### src/rtl/fifo_vc_rr.sv
// rtl/fifo_vc_rr.sv - per-channel FIFOs sharing one output with a locking round-robin grant
// Optional per-channel full/empty status outputs: FIFO_VC_STATUS_EN
module fifo_vc_rr #(
    parameter int DW = 16,
    parameter int L  = 8,
    parameter int VN = 4,
    localparam int VCW = (VN <= 2) ? 1 : $clog2(VN)
) (
    input  logic           clk,
    input  logic           rstn,
    input  logic [DW-1:0]  d_in,
    input  logic [VCW-1:0] vc_in,
    input  logic           req_in,
    output logic           ack_in,
    output logic [DW-1:0]  d_out,
    output logic [VCW-1:0] vc_out,
    output logic           req_out,
    input  logic           ack_out
`ifdef FIFO_VC_STATUS_EN
    ,
    output logic [VN-1:0]  full,
    output logic [VN-1:0]  empty
`endif
);

    localparam int PW = (L <= 2) ? 1 : $clog2(L);
    localparam int CW = $clog2(L + 1);

    logic [DW-1:0]  mem_q   [VN][L];
    logic [PW-1:0]  rptr_q  [VN];
    logic [PW-1:0]  rptr_d  [VN];
    logic [PW-1:0]  wptr_q  [VN];
    logic [PW-1:0]  wptr_d  [VN];
    logic [CW-1:0]  cnt_q   [VN];
    logic [CW-1:0]  cnt_d   [VN];
    logic [VCW-1:0] rr_ptr_q, rr_ptr_d;
    logic [VCW-1:0] lock_vc_q;
    logic           lock_q, lock_d;
    logic [VCW-1:0] gnt_vc, scan_idx;
    logic           in_range, push, pop;

    assign in_range = int'(vc_in) < VN;
    assign ack_in   = rstn & in_range & (cnt_q[vc_in] != CW'(L));
    assign push     = req_in & ack_in;

    // While locked the grant is frozen; otherwise the lowest offset from rr_ptr wins.
    always_comb begin
        gnt_vc   = rr_ptr_q;
        scan_idx = '0;
        if (lock_q) begin
            gnt_vc = lock_vc_q;
        end else begin
            for (int k = VN - 1; k >= 0; k--) begin
                scan_idx = VCW'((int'(rr_ptr_q) + k) % VN);
                if (cnt_q[scan_idx] != '0) gnt_vc = scan_idx;
            end
        end
    end

    assign req_out = rstn & (cnt_q[gnt_vc] != '0);
    assign vc_out  = gnt_vc;
    assign d_out   = mem_q[gnt_vc][rptr_q[gnt_vc]];
    assign pop     = req_out & ack_out;

    always_comb begin
        for (int c = 0; c < VN; c++) begin
            rptr_d[c] = rptr_q[c];
            wptr_d[c] = wptr_q[c];
            cnt_d[c]  = cnt_q[c];
            if (push && (vc_in == VCW'(c)))
                wptr_d[c] = (wptr_q[c] == PW'(L - 1)) ? '0 : wptr_q[c] + 1'b1;
            if (pop && (gnt_vc == VCW'(c)))
                rptr_d[c] = (rptr_q[c] == PW'(L - 1)) ? '0 : rptr_q[c] + 1'b1;
            case ({push && (vc_in == VCW'(c)), pop && (gnt_vc == VCW'(c))})
                2'b10:   cnt_d[c] = cnt_q[c] + 1'b1;
                2'b01:   cnt_d[c] = cnt_q[c] - 1'b1;
                default: cnt_d[c] = cnt_q[c];
            endcase
        end
        rr_ptr_d = pop ? VCW'((int'(gnt_vc) + 1) % VN) : rr_ptr_q;
        lock_d   = req_out & ~ack_out;
    end

    always_ff @(posedge clk or negedge rstn) begin
        if (!rstn) begin
            for (int c = 0; c < VN; c++) begin
                rptr_q[c] <= '0;
                wptr_q[c] <= '0;
                cnt_q[c]  <= '0;
            end
            rr_ptr_q  <= '0;
            lock_q    <= 1'b0;
            lock_vc_q <= '0;
        end else begin
            for (int c = 0; c < VN; c++) begin
                rptr_q[c] <= rptr_d[c];
                wptr_q[c] <= wptr_d[c];
                cnt_q[c]  <= cnt_d[c];
            end
            rr_ptr_q  <= rr_ptr_d;
            lock_q    <= lock_d;
            lock_vc_q <= gnt_vc;
        end
    end

    always_ff @(posedge clk) begin
        if (push) mem_q[vc_in][wptr_q[vc_in]] <= d_in;
    end

`ifdef FIFO_VC_STATUS_EN
    for (genvar c = 0; c < VN; c++) begin : g_status
        assign full[c]  = (cnt_q[c] == CW'(L));
        assign empty[c] = (cnt_q[c] == '0);
    end
`endif

endmodule

### config.mk
export PLATFORM = sky130hd
export DESIGN_NAME = fifo_vc_rr
export DESIGN_NICKNAME = d
export VERILOG_FILES = /design/src/rtl/fifo_vc_rr.sv
export SDC_FILE = /design/constraint.sdc
export NUM_CORES = 1
export LEC_CHECK = 0
export BUFFER_PORTS_ARGS = -buffer_cell sky130_fd_sc_hd__buf_2
export CAP_MARGIN = 30
export CORE_MARGIN = 4
export CORE_UTILIZATION = 60
export DETAILED_ROUTE_END_ITERATION = 7
export GPL_TIMING_DRIVEN = 0
export PLACE_DENSITY = 0.87
export RECOVER_POWER = 25
export SYNTH_ARGS = -nofsm -noshare
export SYNTH_HDL_FRONTEND = slang
export SYNTH_SLANG_ARGS = --single-unit
### constraint.sdc
create_clock -name clk -period 11.6 [get_ports clk]
set_input_delay 0.58 -clock clk [delete_from_list [all_inputs] [get_ports clk]]
set_output_delay 0.58 -clock clk [all_outputs]
set_load 0.005 [all_outputs]
# After elaboration in Yosys (flattened, before gate mapping)
# Memories as Yosys holds them, arrays and structs flattened.
# Cells that the tools add are included.
# classes
addsub,20
magnitude_cmp,9
n_eq_ne,23
n_mux,48
bitwise,14
reduce_logical,20
# op_table
operator,count
$mux 128,1
$bmux 16 s3,1
$bmux 4 s2,6
$demux 16 s3,1
$mux 16,3
$mux 4,12
$mux 3,12
$pmux 4 s2,4
$add 3x1->3 const B,8
$eq 3x3->1 const B,8
$reduce_bool 4->1,5
$ge 3x3->1 const B,6
$not 2->3,6
$add 4x1->4 const B,4
$eq 2x2->1 const B,8
$sub 4x1->4 const B,4
$bmux 3 s2,2
$eq 2x1->1 const B,6
$mux 2,5
$logic_and 1x1->1,9
$ge 4x4->1 const B,2
$not 3->4,2
$reduce_bool 2->1,4
$and 1x1->1,5
other kinds (7),10
# word_totals
register_bits,45
ramBits,512
input_bits,22
output_inout_bits,20
word_cells,150
memories,1
# memory_table
memory,words,word_bits,rd,rd_clocked_by_memory_dff,write_ports,line_no,source
mem_q,4,128,1,0,1,29,logic [DW-1:0] mem_q [VN][L];

# Logic depth before layout (Yosys ltp)
# logic_depth
depth_word,21
mapped_depth,19
mapped_depth_nobuf,17

# Worst setup path after synthesis
# Ideal clock, no wire load.
# synth_timing
path_kind,register to register
startpoint,register cnt_q[8] in the netlist's numbering
endpoint,register cnt_q[7] in the netlist's numbering
arrival_ns,3.972
t_required_ns,11.475
path_slack_ns,7.503
path_stages_with_launch,18
path_buffers,4
period_less_slack_ns,4.097
cell_sequence,dfrtp_1 nor4_2 o311ai_2 o22ai_2 buf_6 clkbuf_1 clkbuf_1 clkbuf_1 ha_1 nand2_1 inv_1 ha_1 ha_1 a21o_1 a21oi_1 xnor2_1 nor2_1 xor2_1
# synth_between
elab_chain_len,19
# synth_lines
element,line_no,source
"start, declared",34,logic [CW-1:0] cnt_q [VN];
"start signal, assigned by index",98,cnt_q[c] <= cnt_d[c];
$bmux 4 s2,55,if (cnt_q[scan_idx] != '0) gnt_vc = scan_idx;
$mux 4 (not written as such) (2 in series),55,
$reduce_bool 4->1,55,
$mux 2 (3 in series),55,
$mux 2 *,55,
$mux 2 *,50,if (lock_q) begin
via vc_out[1],16,"output logic [VCW-1:0] vc_out,"
$not 2->3 (not written as such),60,assign req_out = rstn & (cnt_q[gnt_vc] != '0);
$bmux 4 s2,60,
$mux 4 (not written as such) (2 in series),60,
$reduce_bool 4->1,60,
$and 1x1->1,60,
$and 1x1->1,63,assign pop = req_out & ack_out;
$logic_and 1x1->1 *,74,"case ({push && (vc_in == VCW'(c)), pop && (gnt_vc == VCW'(c))})"
$eq 2x1->1 or $eq 2x2->1 (tied branches),74,
$pmux 4 s2 or $reduce_bool 2->1 (tied branches),--,
# Mark *: on every way through the listed nets, which the timed path passes. The rest lies on a longest branch. The select of a mux whose other input is x is not followed.
# A chain may end at the register's enable or synchronous reset.

# Worst setup path in the final report
# layout_timing
startpoint,register cnt_q[0] in the netlist's numbering
endpoint,output port d_out[5]
# layout_between
elab_chain_len,17
# layout_lines
element,line_no,source
$bmux 4 s2,55,
$mux 4 (not written as such) (2 in series),55,
$reduce_bool 4->1,55,
$mux 2 (3 in series),55,
$mux 2 *,55,
$mux 2 *,50,
$not 2->3 (not written as such),62,assign d_out = mem_q[gnt_vc][rptr_q[gnt_vc]];
$bmux 3 s2,62,
$mux 3 (not written as such) (2 in series),62,
$not 3->4 (not written as such),62,
$bmux 16 s3 *,62,
$mux 16 (not written as such) * (2 in series),62,
"end, declared",15,"output logic [DW-1:0] d_out,"
# Every way passes the cells marked *; elsewhere a longest branch is shown, timed or not. The select of a mux whose other input is x is not followed.

==> run_results.csv <==
group,metric,value,unit
worst_setup_path,critPathArrivalTime,5.95,ns
run_status,status,"finished, violations left",
run,drv_cap,9,
clock_network,path_clk_slew,0.07,ns
run_status,failed_checks,"design-rule violations, max-capacitance violations, max-slew violations",
timing,drv_slew,264,
yosys,yosysSeqAreaShare,70.2,%
hold_path,holdPathStages,2,
worst_setup_path,worstPathRequired,11.02,ns
yosys,syn_inst,1563,
detailed_routing,route.detailed.drc,1,
detailed_routing,drt_iter0_markers,2313,
clock_network,cts_setup_buffers,0,
clock_network,cts_sinks,557,
detailed_routing,num_vias,15405,
yosys,synth_edf_count,512,
placed_design,gp_congestion,1.04,
worst_setup_path,path_cells,"or4_1 -> buf_2 -> a211oi_1 -> o22ai_2 -> inv_1 -> buf_2 -> buf_4 -> buf_2 -> buf_2 -> mux2i_1 -> o2111ai_1 -> a2111oi_0 -> buf_2",
worst_setup_path,crit_path_start_kind,"flip-flop",
detailed_routing,wl_per_cell,28.8,um
layout,fillers,2350,
power_and_ir_drop,pwr_density_cell,308,nW/um^2
timing,tightestPinTransition,1.76,ns
detailed_routing,ant_nets,0,
layout,fin_area,26500,um^2
power_and_ir_drop,ir_worst_vdd,0.195,mV
hold_path,min_path_type,"in2reg",
layout,syn2layout_area_growth,12.8,%
timing,timing.slew.headroom,-17.2,%
die,pin_count,42,
worst_setup_path,cpMostUsedCell,"buf_2",
timing,clock_skew,0.0350,ns
detailed_routing,routed_via_density,6.86,
die,core,38600,um^2
global_route,antenna_found_initial,3,
yosys,synth_cell_types,64,
worst_setup_path,cp.depth,13,
power_and_ir_drop,p_leak,0.00912,uW
global_route,grt_pass1_vias,14669,
yosys,netlist_area,23500,um^2
die,dieArea,42400,um^2
placed_design,portBuffers,41,
yosys,syn_nets,1621,
yosys,avgSynthCellArea,15.0,um^2
global_route,grt_overflow_total,0,
yosys,synth_top_area_share,65.5,%
clock_network,clockBufferDepth,3,
yosys,async_flop_share,8.08,%
clock_network,cts_made_buffers,52,
clock_network,cts-root-buf,"clkbuf_16",
global_route,grt_use_total,30.3,%
worst_setup_path,cp_top_family,"buffers and inverters",
placed_design,placed_cell_area,24700,um^2
die,die_y,206,um
yosys,ys_warn_count,0,
yosys,synth-seq-cells,557,
yosys,synth_largest_area_cell,"edfxtp_1",
layout,final_layout_size_suffix_gt1_share,14.3,%
die,die_width,206,um
detailed_routing,drt_first_pass_iters,8,
timing,fin_crit_sh,56.3,%
worst_setup_path,rr_worst_depth,17,
worst_setup_path,critPathMaxStageDelay,0.94,ns
timing,hold_violations,0,
placed_design,dp_hpwl,43.2,mm
worst_setup_path,crit_buf_inv,7,
worst_setup_path,worstPathMaxFanout,10,
timing,rsz0062_at_grt,"false",
worst_setup_path,critPathKind,"reg2out",
timing,finalSetupTns,0,ns
die,start_util,60.8,%
clock_network,htree_levels,2,
yosys,synthTopCellsByArea,"edfxtp_1 65%, mux2i_1 5.2%, dfrtp_1 4.8%",
timing,setup_viol_count_final,0,
layout,nNetsFinal,1741,
clock_network,insertion_delay,0.63,ns
clock_network,cts_tree,"built",
global_route,grt_max_degree,33,
global_route,grt_pass1_wl,94.1,mm
worst_setup_path,cp-end-kind,"output port",
timing,max_freq,153,MHz
power_and_ir_drop,totalPowerFinal,8160,uW
detailed_routing,wirelength,64.5,mm
yosys,synth_flop_cell,"edfxtp_1",
layout,antennaDiodeCount,0,
die,rows,72,
worst_setup_path,slowest_stage,"a2111oi_0",
timing,finalCriticalPeriod,6.53,ns
==> synth_stat cells, types with 8 or more instances <==
master,number
nand2b_1,10
clkbuf_1,45
nor2b_1,9
a21oi_1,39
xnor2_1,8
nand2_1,154
and2_1,8
buf_1,13
ha_1,32
a21o_1,25
nor3_1,15
dfrtp_1,45
inv_1,35
a2111oi_0,28
mux2i_1,122
nand3_1,34
a2111oi_1,8
o31ai_1,42
nor2_1,45
edfxtp_1,512
a221oi_1,18
xor2_1,8
o21ai_0,40
buf_2,27
o2111ai_1,14
o211ai_2,9
o211ai_1,26
a211oi_1,50
mux2_2,24
nand4b_1,43
==> layer usage <==
layer  vias to the layer above  wire length [um]  GRT usage (%)
li1                       6395                 -              -
met1                      7510             22700           41.7
met2                      1258             29200           46.4
met3                       238              9120           8.02
met4                         4              3440           13.0
met5                         -                22              0
==> registers in the layout, summed over array words and instances (netlist names) <==
| signal | cells |
|---|---|
| mem_q | 512 |
| lock_vc_q | 2 |
| rptr_q | 12 |
| cnt_q | 16 |
| rr_ptr_q | 2 |
| wptr_q | 12 |
| lock_q | 1 |
==> where the power goes <==
part	internal [uW]	total, uW	switching [uW]
combinational	1240	3970	2730
sequential	2290	2400	107
clock	1030	1790	760
==> layout by cell type (no fill, tap or decap), drive strengths merged, types with 27 or more instances in the layout <==
cell type | netlist | layout
o31ai | 42 | 42
buf | 49 | 104
a211oi | 50 | 50
nor2 | 45 | 45
a21oi | 39 | 39
clkinv | 0 | 27
nand4b | 43 | 43
nand2 | 155 | 155
ha | 32 | 32
clkbuf | 46 | 114
inv | 35 | 35
dfrtp | 45 | 45
o211ai | 35 | 35
mux2i | 123 | 123
nand3 | 34 | 34
a2111oi | 42 | 42
o21ai | 46 | 46
edfxtp | 512 | 512
==> cell type report <==
class / count / area [um^2] / area share, %
flip-flops and latches: 557 / 16500 / 62.3
multi-input cells: 876 / 6480 / 24.5
clock buffers: 58 / 1320 / 5.00
well taps: 518 / 648 / 2.45
repair buffers: 66 / 498 / 1.88
clock inverters: 39 / 479 / 1.81
plain buffers: 95 / 437 / 1.65
inverters: 35 / 131 / 0.496
==> cell families after synthesis <==
kind of cell / synth area share, %
DFF: 70.2
and+or+nand+nor: 7.18
AOI/OAI and AO/OA: 10.7
muxes: 6.80
buffers and inverters: 2.42
adders and majority gates: 2.05
xor gates and xnor gates: 0.597
==> repair_timing <==
item,4_1_cts,5_1_grt
hold buffers,1,0
endpoints found under the hold margin,20,0
resized for setup,0,0
endpoints found under the setup margin,0,0
==> final timing paths <==
check	startpoint	end	slack [ns]
max	cnt_q[0]$_DFFE_PN0P_	d_out[5]	5.07
min in group asynchronous	rstn	cnt_q[6]$_DFFE_PN0P_	0.48
min	ack_out	lock_q$_DFF_PN0_	0.12
max in group asynchronous	rstn	cnt_q[5]$_DFFE_PN0P_	10.60
max reg2reg	cnt_q[12]$_DFFE_PN0P_	cnt_q[7]$_DFFE_PN0P_	6.01
min reg2reg	cnt_q[7]$_DFFE_PN0P_	cnt_q[7]$_DFFE_PN0P_	0.51
==> stage by stage <==
step	hold slack, ns	utilization [%]	std cells	worst slack (ns)
4_1_cts	0.110	68.5	2241	5.23
2_1_floorplan	0.284	-	1563	7.50
5_1_grt	0.123	68.6	2244	4.99
3_5_place_dp	0.506	63.8	2143	5.85
3_3_place_gp	0.494	63.0	2122	5.98
6_report	0.124	68.6	2244	5.07
No activity file was read; power rests on OpenSTA's default activity.
